`config.mk`:
```
export PLATFORM = sky130hd
export DESIGN_NAME = act_stream_loader
export DESIGN_NICKNAME = d
export VERILOG_FILES = /design/src/rtl/act_loader_pkg.sv /design/src/rtl/act_loader_fifo.sv /design/src/rtl/act_stream_loader.sv
export SDC_FILE = /design/constraint.sdc
export NUM_CORES = 1
export LEC_CHECK = 0
export CAP_MARGIN = 15
export CORE_MARGIN = 2
export CORE_UTILIZATION = 40
export CTS_CLUSTER_DIAMETER = 150
export DETAILED_ROUTE_END_ITERATION = 8
export GPL_TIMING_DRIVEN = 0
export MAX_ROUTING_LAYER = met4
export SYNTH_ARGS = -nofsm -noshare
export SYNTH_HDL_FRONTEND = slang
export SYNTH_SLANG_ARGS = --single-unit
```
`constraint.sdc`:
```
create_clock -name clk -period 4.43 [get_ports clk]
set_input_delay 0.6645 -clock clk [delete_from_list [all_inputs] [get_ports clk]]
set_output_delay 0.6645 -clock clk [all_outputs]
set_load 0.005 [all_outputs]
```
`src/rtl/act_loader_pkg.sv`:
```
// Shared types and constants for the activation stream loader.
package act_loader_pkg;

    localparam int FIFO_DEPTH = 2;
    localparam int FIFO_CNT_W = 2;
    localparam int FIFO_IDX_W = 1;

    typedef enum logic [1:0] {
        ST_IDLE   = 2'd0,
        ST_STREAM = 2'd1,
        ST_FINISH = 2'd2
    } state_t;

endpackage

```
`src/rtl/act_loader_fifo.sv`:
```
// Two-entry FIFO with first-word fall-through: a word pushed into an empty FIFO
// is visible at the head in the same cycle, so the loader sustains 1 word/cycle.
module act_loader_fifo
    import act_loader_pkg::*;
#(
    parameter int DATA_W = 32
) (
    input  logic                  clk,
    input  logic                  reset,
    input  logic                  push,
    input  logic [DATA_W-1:0]     push_data,
    input  logic                  pop,
    output logic [DATA_W-1:0]     head,
    output logic                  empty,
    output logic [FIFO_CNT_W-1:0] count
);

    logic [DATA_W-1:0]     mem [FIFO_DEPTH];
    logic [FIFO_IDX_W-1:0] wr_idx;
    logic [FIFO_IDX_W-1:0] rd_idx;
    logic [FIFO_CNT_W-1:0] cnt;
    logic                  bypass;

    // Push and pop on an empty FIFO pass the word straight through without storing it.
    assign bypass = (cnt == '0) && push && pop;
    assign empty  = (cnt == '0) && !push;
    assign head   = (cnt == '0) ? push_data : mem[rd_idx];
    assign count  = cnt;

    always_ff @(posedge clk or posedge reset) begin
        if (reset) begin
            cnt    <= '0;
            wr_idx <= '0;
            rd_idx <= '0;
            for (int i = 0; i < FIFO_DEPTH; i++) begin
                mem[i] <= '0;
            end
        end else begin
            if (push && !bypass) begin
                mem[wr_idx] <= push_data;
                wr_idx      <= wr_idx + FIFO_IDX_W'(1);
            end
            if (pop && !bypass) begin
                rd_idx <= rd_idx + FIFO_IDX_W'(1);
            end
            cnt <= cnt + FIFO_CNT_W'(push) - FIFO_CNT_W'(pop);
        end
    end

endmodule

```
`src/rtl/act_stream_loader.sv`:
```
// Streams N activation words from a source buffer into a layer input buffer.
// Optional macro ACT_LOADER_RELU_EN clamps negative words to zero on the write port.
//
// state     | meaning
// ST_IDLE   | waiting for sm_start
// ST_STREAM | issuing source reads and draining the FIFO into the destination
// ST_FINISH | one-cycle done pulse, then back to idle
module act_stream_loader
    import act_loader_pkg::*;
#(
    parameter int DATA_W = 32,
    parameter int ADDR_W = 8
) (
    input  logic              clk,
    input  logic              reset,
    input  logic              sm_start,
    input  logic              sel,
    input  logic [ADDR_W:0]   num_words,
    output logic              src_ren,
    output logic [ADDR_W-1:0] src_addr,
    input  logic [DATA_W-1:0] src_rdata,
    output logic              dst_wen,
    output logic [ADDR_W-1:0] dst_addr,
    output logic [DATA_W-1:0] dst_wdata,
    output logic              dst_sel,
    input  logic              dst_ready,
    output logic              busy,
    output logic              done
);

    localparam logic [ADDR_W:0] PTR_ONE = {{ADDR_W{1'b0}}, 1'b1};

    state_t                state, state_nxt;
    logic [ADDR_W:0]       n_q;
    logic [ADDR_W:0]       rd_ptr;
    logic [ADDR_W:0]       wr_ptr;
    logic                  sel_q;
    logic                  in_flight;
    logic                  issue;
    logic                  start_acc;
    logic                  pop;
    logic                  fifo_empty;
    logic [DATA_W-1:0]     fifo_head;
    logic [FIFO_CNT_W-1:0] fifo_count;
    logic [2:0]            occ_sum;
    logic [DATA_W-1:0]     wdata_mod;

    act_loader_fifo #(.DATA_W(DATA_W)) u_fifo (
        .clk       (clk),
        .reset     (reset),
        .push      (in_flight),
        .push_data (src_rdata),
        .pop       (pop),
        .head      (fifo_head),
        .empty     (fifo_empty),
        .count     (fifo_count)
    );

    assign pop     = !fifo_empty && dst_ready;
    // Occupancy the FIFO will hold after this cycle; a new read is issued only if it leaves room.
    assign occ_sum = {1'b0, fifo_count} + {2'b00, in_flight} - {2'b00, pop};

`ifdef ACT_LOADER_RELU_EN
    assign wdata_mod = fifo_head[DATA_W-1] ? '0 : fifo_head;
`else
    assign wdata_mod = fifo_head;
`endif

    always_ff @(posedge clk or posedge reset) begin
        if (reset) begin
            state <= ST_IDLE;
        end else begin
            state <= state_nxt;
        end
    end

    always_comb begin
        state_nxt = state;
        issue     = 1'b0;
        start_acc = 1'b0;
        case (state)
            ST_IDLE: begin
                if (sm_start) begin
                    start_acc = 1'b1;
                    state_nxt = (num_words == '0) ? ST_FINISH : ST_STREAM;
                end
            end
            ST_STREAM: begin
                issue = (rd_ptr < n_q) && (occ_sum < 3'd2);
                if (pop && ((wr_ptr + PTR_ONE) == n_q)) begin
                    state_nxt = ST_FINISH;
                end
            end
            ST_FINISH: state_nxt = ST_IDLE;
            default:   state_nxt = ST_IDLE;
        endcase
    end

    always_ff @(posedge clk or posedge reset) begin
        if (reset) begin
            n_q       <= '0;
            rd_ptr    <= '0;
            wr_ptr    <= '0;
            sel_q     <= 1'b0;
            in_flight <= 1'b0;
        end else begin
            in_flight <= issue;
            if (start_acc) begin
                n_q    <= num_words;
                sel_q  <= sel;
                rd_ptr <= '0;
                wr_ptr <= '0;
            end else begin
                if (issue) begin
                    rd_ptr <= rd_ptr + PTR_ONE;
                end
                if (pop) begin
                    wr_ptr <= wr_ptr + PTR_ONE;
                end
            end
        end
    end

    // Address and data buses are forced to zero whenever their strobe is low.
    assign src_ren   = issue;
    assign src_addr  = issue ? rd_ptr[ADDR_W-1:0] : '0;
    assign dst_wen   = !fifo_empty;
    assign dst_addr  = dst_wen ? wr_ptr[ADDR_W-1:0] : '0;
    assign dst_wdata = dst_wen ? wdata_mod : '0;
    assign dst_sel   = sel_q;
    assign busy      = (state != ST_IDLE);
    assign done      = (state == ST_FINISH);

endmodule

```
==> summary.md <==
| Metric | Value |
|---|---|
| Detailed Place HPWL | `approximately 9100 microns` |
| Critical path arrival | `~3.5 ns` |
| Status | `complete, no violations` |
| Pins Over Slew Limit | `0` |
| Net count after synthesis | `560` |
| Total I/O pin count | `99` |
| Vias in the first global route | `just over 4,000` |
| Routed via count | `4,189` |
| Setup Skew | `between 0.007 and 0.008 ns` |
| TritonCTS Buffers | `9` |
| Compound-gate portion of the synthesized area | `~9%` |
| Setup crit start kind | `flip-flop` |
| Yosys synthesis warning count | `0` |
| Dominant synthesized flop cell | `dfrtp_1` |
| Nets@finish | `681` |
| GR Overflow Total | `0` |
| CTS tree | `built` |
| Synth Area in Simple Gates | `about an eighth` |
| Max cap viols | `0` |
| LEAKAGE | `about 3.0 nW` |
| Worst Setup Slack post-DPL | `-0.200 ns` |
| Main combinational cell family by area after synthesis | `multiplexers` |
| Slew HR | `52.7%` |
| Rows | `between 40 and 50` |
| Number of diodes | `0` |
| Ys async rst share | `between 90% and 100%` |
| Largest net degree at the start of global routing | `57` |
| DR pass1 iterations | `5` |
| Post-synth cell types | `45` |
| Mux contribution to synthesized area | `20.3%` |
| Die area | `14,200 sq um` |
| Hold Path Class | `flip-flop to flip-flop` |
| CP Capture Type | `primary output` |
| Initial Util | `40.6%` |
| Clock sinks | `between 90 and 100` |
| Bufs on Longest Clock Path | `2` |
| Initial antenna violation count | `0` |
| Via density | `5.21` |
| Synth Area in Adders | `2.97%` |
| Worst-Skew Late Latency | `0.35 ns` |
| Die height | `roughly 120 microns` |
| Critical path type | `flip-flop to primary output` |
| IO Port Bufs | `between 90 and 100` |
| Worst vdd ir | `around 0.31 mV` |
| Final wirelength | `around 13,000 microns` |
| Syn Std Cell Area | `roughly 5300 sq um` |
| # setup viols final | `0` |
| Flops & latches, synth | `99` |
| Critical path peak fanout | `9` |
| DR iter-0 viols | `180` |
| Cells after Synth | `502` |
| Minimum clock period | `about 4.2 ns` |
| Post-synthesis xor/xnor area fraction | `roughly 3.5%` |
| Wirelength per Cell | `approximately 16 microns` |
| First-pass GRT wire length | `just over 20,000 microns` |
| EDFF count, synth | `0` |
| Placed cell count | `between 700 and 800` |
| Final Worst Setup Slack | `between 0.2 and 0.25 ns` |
| Fraction of layout cells with a size suffix above 1 | `between 10% and 20%` |
| Post-DRT Antenna Nets | `0` |
| Final Hold Viols | `0` |
| Fmax | `between 200 and 250 MHz` |
| Slew @ Worst Pin | `a little over 0.7 ns` |
| Seq/Total Area, Yosys | `a little under half` |
| Die width | `approximately 120 microns` |
| Clock slew at reported path FFs | `0.06 ns` |
| Power per cell area | `approximately 720 nW/um^2` |
| Layout Cells excl Fill | `approximately 800` |
| Syn_area_per_cell | `between 10 and 15 sq um` |
| Fin util | `53.2%` |
| Critical path required time | `around 3.8 ns` |
| H-tree lvl count | `3` |
| Routability cong. | `roughly 0.86` |
| Layout area overhead | `31.0%` |
| Final worst-path cycle share | `about 95%` |
| Overall Global Routing Usage | `around a fifth` |
| CORE AREA | `roughly 13,000 sq um` |
| Clock Tree Root | `clkbuf_16` |
| Remaining DRCs | `0` |
==> routing by layer <==
| metal | vias up | global-route usage [%] | part of all wire (%) |
|---|---|---|---|
| met5 | - | - | 0 |
| met2 | 111 | 30.4 | 48 |
| met4 | 0 | 6.85 | 1.4 |
| li1 | 2017 | - | - |
| met3 | 12 | 3.16 | 4.2 |
| met1 | 2049 | 24.4 | 47 |
==> cell type report <==
| cell class | instances | area (sq um) |
|---|---|---|
| plain buffers | 36 | 206 |
| clock buffers | 13 | 250 |
| clock inverters | 3 | 47.5 |
| fillers | 1198 | 6120 |
| inverters | 16 | 62.6 |
| multi-input cells | 351 | 2600 |
| flip-flops and latches | 99 | 2480 |
| well taps | 176 | 220 |
| repair buffers | 110 | 1100 |
==> layout by cell type, fill, tap and decap left out, types with 13 or more instances in the layout <==
cell type and n:
buf_4 13, clkbuf_1 16, clkdlybuf4s50_1 93, dfrtp_1 98, inv_1 15, mux2_2 64
mux2i_1 36, nand2_1 31, nand3_1 40, nor2_1 26, o21ai_0 45, xnor2_1 17
==> synthesized netlist by cell type, types with 4 or more instances <==
master / count / share of area [%]
mux2i_1: 36 / 6.8
mux2_2: 64 / 14
nand2_1: 31 / 2.2
dfrtp_1: 99 / 47
a21oi_1: 6 / 0.56
nor2b_1: 7 / 0.82
nand4_1: 5 / 0.59
and2_1: 11 / 1.3
xnor2_1: 17 / 2.8
nor3_1: 5 / 0.47
nand3_1: 40 / 3.8
inv_1: 16 / 1.1
buf_6: 4 / 0.85
nor2_1: 26 / 1.8
ha_1: 11 / 2.6
a31oi_1: 6 / 0.71
clkbuf_1: 13 / 0.92
xor2_1: 4 / 0.66
buf_2: 13 / 1.2
o211ai_1: 4 / 0.56
o21ai_0: 45 / 4.2
==> worst max-delay path, cell delays in order, from the launching register on <==
cell	delay [ns]
dfrtp_1	0.36
buf_6	0.12
nor3_2	0.05
nand2b_1	0.14
buf_4	0.17
mux2i_1	0.14
ha_2	0.18
inv_1	0.04
fa_1	0.48
inv_1	0.06
nor4_2	0.25
o211ai_1	0.16
a21oi_2	0.26
buf_6	0.15
and2_1	0.13
clkdlybuf4s50_1	0.50
==> through the flow <==
step	power (mW)	hold slack (ns)	setup TNS (ns)	cell area, sq um
after floorplan	3.03	0.449	0	5320
after global placement	4.03	0.467	-29.32	6520
after detailed placement	4.10	0.462	-1.54	6540
after CTS	4.91	0.488	0	6840
after global routing	5.38	0.518	-0.0953	6960
final	5.03	0.488	0	6960
==> registers in the layout, indices dropped and copies added, names as in the netlist <==
signal         count
u_fifo.mem        64
rd_ptr             9
n_q                9
dst_sel            1
u_fifo.rd_idx      1
wr_ptr             9
u_fifo.count       2
in_flight          1
u_fifo.wr_idx      1
state              2
==> path summary, 6_finish.rpt <==
kind                       depth (start not counted)               to       from  slack [ns]
max                                               15      src_addr[4]  in_flight        0.23
min                                                2          dst_sel    dst_sel        0.49
max reg2reg                                       15        rd_ptr[5]  in_flight        1.41
min reg2reg                                        2          dst_sel    dst_sel        0.49
max in group asynchronous                          3  u_fifo.count[1]      reset        2.95
min in group asynchronous                          2        rd_ptr[0]      reset        0.79
==> cell families (layout without fill, tap and decap cells) <==
group                      after synthesis  after routing
buffers and inverters                   52            178
muxes                                  100            100
DFF                                     99             99
adders and majority gates               12             12
and+or+nand+nor                        140            140
xor gates and xnor gates                21             21
AOI/OAI and AO/OA                       78             78
==> report_power, final <==
part           total (mW)  switching [mW]  internal (mW)
combinational        2.67            1.17           1.50
sequential           1.56           0.247           1.32
clock               0.790           0.334          0.456
==> timing repair <==
item                                   CTS  global route
pin swaps                                0             2
buffers inserted                         0            10
endpoints found under the hold margin    0             0
gates resized for setup                  3            14
hold buffers                             0             0
setup endpoints to repair                9             9
cloned                                   0             1
Note: power is estimated with default switching activity, not from simulation.
